==> config.mk <==
export PLATFORM = sky130hd
export DESIGN_NAME = sdram_wr_ctrl
export DESIGN_NICKNAME = d
export VERILOG_FILES = /design/src/rtl/sdram_wr_ctrl.sv
export SDC_FILE = /design/constraint.sdc
export NUM_CORES = 1
export LEC_CHECK = 0
export CELL_PAD_IN_SITES_DETAIL_PLACEMENT = 0
export CELL_PAD_IN_SITES_GLOBAL_PLACEMENT = 1
export CORE_UTILIZATION = 35
export CTS_CLUSTER_SIZE = 28
export DETAILED_ROUTE_END_ITERATION = 10
export DONT_BUFFER_PORTS = 1
export MAX_ROUTING_LAYER = met4
export PLACE_DENSITY_LB_ADDON = 0.1
export REMOVE_ABC_BUFFERS = 1
export SYNTH_ARGS = -nofsm -noshare
export SYNTH_HDL_FRONTEND = slang
export SYNTH_SLANG_ARGS = --single-unit
==> constraint.sdc <==
create_clock -name sclk -period 1.75 [get_ports sclk]
set_input_delay 0.175 -clock sclk [delete_from_list [all_inputs] [get_ports sclk]]
set_output_delay 0.175 -clock sclk [all_outputs]
set_load 0.005 [all_outputs]
==> src/rtl/sdram_wr_ctrl.sv <==
// rtl/sdram_wr_ctrl.sv - camera-to-SDRAM write-side burst controller
//
// Waits for a full burst in the capture FIFO, requests the SDRAM write
// arbiter, streams BURST_LEN words to the write engine and then advances a
// linear frame address that wraps at FRAME_WORDS.
//
// Ports:
//   sclk          SDRAM-domain clock (only clock)
//   s_rst_n       synchronous active-low reset
//   frame_start   single-cycle vsync pulse, already in the sclk domain
//   fifo_rd_cnt   words readable from the capture FIFO
//   fifo_rd_data  FIFO read data, valid one cycle after fifo_rd_en
//   fifo_rd_en    FIFO read strobe
//   wr_req        write request to the SDRAM arbiter
//   wr_grant      arbiter grant pulse
//   wr_data_req   write engine asks for one word per high cycle
//   wr_end        write engine burst-complete pulse
//   wr_addr       burst start word address
//   wr_data       data to the write engine
//   frame_done    pulse when the last burst of a frame completes
module sdram_wr_ctrl #(
    parameter int BURST_LEN   = 64,
    parameter int FRAME_WORDS = 307200,
    parameter int ADDR_W      = 22,
    parameter int CNT_W       = 10
) (
    input  logic              sclk,
    input  logic              s_rst_n,
    input  logic              frame_start,
    input  logic [CNT_W-1:0]  fifo_rd_cnt,
    input  logic [15:0]       fifo_rd_data,
    output logic              fifo_rd_en,
    output logic              wr_req,
    input  logic              wr_grant,
    input  logic              wr_data_req,
    input  logic              wr_end,
    output logic [ADDR_W-1:0] wr_addr,
    output logic [15:0]       wr_data,
    output logic              frame_done
);

    localparam int WC_W = $clog2(BURST_LEN) + 1;
    localparam logic [WC_W-1:0]   BURST_CNT  = WC_W'(BURST_LEN);
    localparam logic [CNT_W-1:0]  BURST_FILL = CNT_W'(BURST_LEN);
    localparam logic [ADDR_W-1:0] BURST_STEP = ADDR_W'(BURST_LEN);
    // wr_addr + BURST_LEN == FRAME_WORDS, rearranged so the sum cannot overflow
    localparam logic [ADDR_W-1:0] FRAME_LAST = ADDR_W'(FRAME_WORDS - BURST_LEN);

    typedef enum logic [1:0] {IDLE, REQ, BURST, DONE} state_t;

    state_t          state;
    state_t          next_state;
    logic            armed;
    logic            pend_sof;
    logic [WC_W-1:0] word_cnt;

    always_ff @(posedge sclk) begin
        if (!s_rst_n) begin
            state <= IDLE;
        end else begin
            state <= next_state;
        end
    end

    always_comb begin
        next_state = state;
        case (state)
            IDLE:    if (armed && fifo_rd_cnt >= BURST_FILL) next_state = REQ;
            REQ:     if (wr_grant) next_state = BURST;
            BURST:   if (wr_end) next_state = DONE;
            DONE:    next_state = IDLE;
            default: next_state = IDLE;
        endcase
    end

    // wr_req is a decode of the state register, so it rises on the IDLE->REQ
    // edge and falls on the grant edge without any combinational input path.
    // Read strobes past BURST_LEN are swallowed so the FIFO is never over-read.
    always_comb begin
        wr_req     = (state == REQ);
        fifo_rd_en = (state == BURST) && wr_data_req && (word_cnt < BURST_CNT);
    end

    // FIFO data is one cycle behind the strobe, which is exactly the write
    // engine's sampling latency, so the data passes straight through.
    assign wr_data = fifo_rd_data;

    always_ff @(posedge sclk) begin
        if (!s_rst_n) begin
            armed      <= 1'b0;
            pend_sof   <= 1'b0;
            word_cnt   <= '0;
            wr_addr    <= '0;
            frame_done <= 1'b0;
        end else begin
            frame_done <= 1'b0;

            if (fifo_rd_en) begin
                word_cnt <= word_cnt + WC_W'(1);
            end

            if (state == DONE) begin
                word_cnt <= '0;
                if (pend_sof) begin
                    wr_addr  <= '0;
                    pend_sof <= 1'b0;
                end else if (wr_addr == FRAME_LAST) begin
                    wr_addr    <= '0;
                    frame_done <= 1'b1;
                end else begin
                    wr_addr <= wr_addr + BURST_STEP;
                end
            end

            // Placed last so a frame_start landing in DONE re-arms pend_sof
            // rather than being lost to the clear above.
            if (frame_start) begin
                if (!armed) begin
                    armed <= 1'b1;
                end else if (state == IDLE || state == REQ) begin
                    wr_addr <= '0;
                end else begin
                    pend_sof <= 1'b1;
                end
            end
        end
    end

endmodule
==> results.cfg <==
[clock_tree]
cts-buffers-inserted = 5
cts_buffer_depth = 2
cts_tree = built
clk_latency_ps = 290
clk_pin_slew_ps = 70
cts_max_level = 2
cts-root-buf = clkbuf_8
clock-sinks = 34

[timing]
setup_viol = 0
whs_ps = 6.101
max_freq_ghz = 0.5999
period_share_pct = 95.26
tightest_slew_ps = 382.8
finalWorstPathRequiredPeriod_ps = 1667
maxSlewViolCount = 0
slew_headroom_pct = 74.25
finalSetupTns_ps = 0
fin_skew_ps = 6.139
hold_viol_final = 0

[detailed_routing]
wl_per_cell_um = 16.57
via_count = 1454
viasPerCell = 5.385
drc = 0
dr.pass1.iters = 4
drt_wl_total_um = 4473
drt-initial-drc-count = 63
postRouteAntennaNets = 0

[global_route]
track_usage_pct = 18.15
antenna_found_initial = 0
grt_max_degree = 23
grt.overflow.total = 0
grt_pass1_vias = 1450
grt_pass1_wl_um = 7086

[layout]
final-seq-area_um2 = 680.7
n_fill_cell = 517
final_area_mm2 = 0.002034
antenna_cells = 0
drive_above_1_share_pct = 24.63
multi_input_area_um2 = 900.9
area_growth_pct = 13.39
nNetsFinal = 240

[critical_path]
r2r-start = wr_addr[1]
cp-start-kind = flop
rr_worst_depth = 6
path_common_cell = buf_4
worstPathCellList = nor4_1 > buf_4 > and3_1 > a41o_1 > buf_4 > a211oi_1
r2r-end = wr_addr[4]
crit_arrival_ps = 1840
cp_max_fo = 11
endpoint_kind = flop
slowest_delay_ps = 380
slowest_stage = nor4_1
crit_type = reg2reg
required_ps = 1920
ff2ff_setup_slack_ps = 80

[yosys]
synth-seq-cells = 34
yosysUniqueCellTypes = 36
ys.flop_type = dfxtp_1
ys_seq_area_share_pct = 37.94
synth.avg_cell_area_um2 = 9.296
synth_edf_count = 0
netlist_area_mm2 = 0.001794
synth-async-reset-ratio_pct = 0
yosysWarnings = 0
netlist_instances = 193

[power_and_ir_drop]
powerDensity_mw_per_mm2 = 990.5
pwr-share-clk_pct = 34.1
switching_share_pct = 29.67
seqPwrFrac_pct = 41.6
pwr-share-comb_pct = 24.4
irDropWorstVdd_uv = 587.2
leakage_nw = 0.7404
switchingPower_mw = 0.5979
p_int_mw = 1.417

[place]
io_buffers = 0
dpl-instance-area_mm2 = 0.001897
routabilityCongestion = 0.7466
place_hpwl_um = 3290

[floorplan]
core_mm2 = 0.004817
rows = 25
dieArea_mm2 = 0.005417
die_y_um = 73.60
initial_core_util_pct = 37.25
io_pins = 73
die_width_um = 73.60

[min_path]
whs_path_depth = 2
hold_path_end = armed
min_from = frame_start
hold_path.class = in2reg

[status]
status = finished clean

[job]
maxCapViolCount = 0
-- cell families after synthesis --
kind of cell / share of synthesized area [%]
AO/OA/AOI/OAI: 17.22
XOR/XNOR: 7.811
adder cells (fa/ha/maj): 4.184
buffers and inverters: 12.62
flip-flops: 37.94
multiplexers: 1.116
AND/OR/NAND/NOR: 19.11
-- cells in the final DEF, fill, tap and decap left out, types with 5 or more instances in the layout --
| cell type | synthesis | routed |
|---|---|---|
| a211oi_2 | 10 | 11 |
| nor2_1 | 17 | 17 |
| nand4_1 | 8 | 8 |
| xnor2_1 | 7 | 7 |
| and3_1 | 5 | 5 |
| buf_4 | 17 | 24 |
| nand2_1 | 13 | 13 |
| a211oi_1 | 8 | 7 |
| xor2_1 | 9 | 9 |
| clkbuf_8 | 0 | 8 |
| dfxtp_1 | 34 | 34 |
| inv_1 | 13 | 13 |
-- Yosys cell counts, types with 2 or more instances --
| cell type | n | area share (%) |
|---|---|---|
| dfxtp_1 | 34 | 38 |
| buf_4 | 17 | 7.1 |
| nor2_1 | 17 | 3.6 |
| inv_1 | 13 | 2.7 |
| nand2_1 | 13 | 2.7 |
| a211oi_2 | 10 | 7.0 |
| xor2_1 | 9 | 4.4 |
| a211oi_1 | 8 | 3.3 |
| nand4_1 | 8 | 2.8 |
| xnor2_1 | 7 | 3.4 |
| ha_1 | 6 | 4.2 |
| and3_1 | 5 | 1.7 |
| clkbuf_1 | 5 | 1.0 |
| a21oi_1 | 4 | 1.1 |
| and4_1 | 4 | 2.0 |
| nand3_1 | 3 | 0.84 |
| nor3_1 | 3 | 0.84 |
| nor4_1 | 3 | 1.0 |
| o21ai_0 | 3 | 0.84 |
| a221oi_2 | 2 | 1.7 |
| mux2i_1 | 2 | 1.1 |
| o211ai_1 | 2 | 0.84 |
| or3_1 | 2 | 0.70 |
-- layout make-up --
| class | instances | share of cell area, % |
|---|---|---|
| Sequential cell | 34 | 33.46 |
| Multi-Input combinational cell | 122 | 44.28 |
| Inverter | 13 | 2.399 |
| Clock buffer | 8 | 5.412 |
| Timing Repair Buffer | 26 | 10.33 |
| Tap cell | 67 | 4.121 |
-- routing by layer --
layer | vias up | wire length, um | global-route usage [%]
li1 | 688 | - | -
met1 | 700 | 2085 | 22.88
met2 | 59 | 1926 | 24.87
met3 | 7 | 389 | 7.682
met4 | 0 | 72 | 8.333
met5 | - | 0 | -
-- power by group through the flow --
stage | Clock (mW) | Sequential (mW) | Combinational (mW)
4_1_cts | 0.707 | 0.836 | 0.461
6_report | 0.686 | 0.838 | 0.491
3_5_place_dp | 0 | 0.854 | 0.458
3_3_place_gp | 0 | 0.853 | 0.434
2_1_floorplan | 0 | 0.859 | 0.275
5_1_grt | 0.748 | 0.840 | 0.543
-- critical path, delay by kind of cell, from the launching register on --
kind	cells	cell delay [ps]
simple gates	2	520
flops	1	330
buf+inv	2	400
compound gates	2	290
-- flip-flops by register name, summed over array words and instances, names as in the netlist --
| register | flops |
|---|---|
| armed | 1 |
| state | 2 |
| pend_sof | 1 |
| frame_done | 1 |
| word_cnt | 7 |
| wr_addr | 22 |
-- worst max path at each step --
stage | startpoint | to | slack (ps) | cells past startpoint
6_report | wr_addr[1] | wr_addr[4] | 80 | 6
5_1_grt | state[0] | state[1] | -1 | 7
4_1_cts | state[0] | wr_addr[21] | 70 | 5
3_5_place_dp | state[0] | wr_addr[21] | 90 | 5
3_3_place_gp | wr_addr[1] | wr_addr[9] | 110 | 6
2_1_floorplan | state[1] | wr_addr[8] | -910 | 5
-- per-stage QoR --
step	setup slack (ps)	std cells	total power, mW	utilization [%]
after floorplan	-912.7	169	1.134	-
after global placement	110.5	260	1.286	39.38
after detailed placement	87.38	260	1.312	39.38
after CTS	69.09	269	2.004	41.87
after global routing	-1.038	270	2.132	42.23
final	83.02	270	2.015	42.23
-- timing repair --
item,in CTS,in global routing
endpoints found under the hold margin,1,0
setup endpoints to repair,0,5
hold buffers,1,0
setup buffers,0,1
gates resized for setup,0,3
Note: power is estimated with default switching activity, not from simulation.
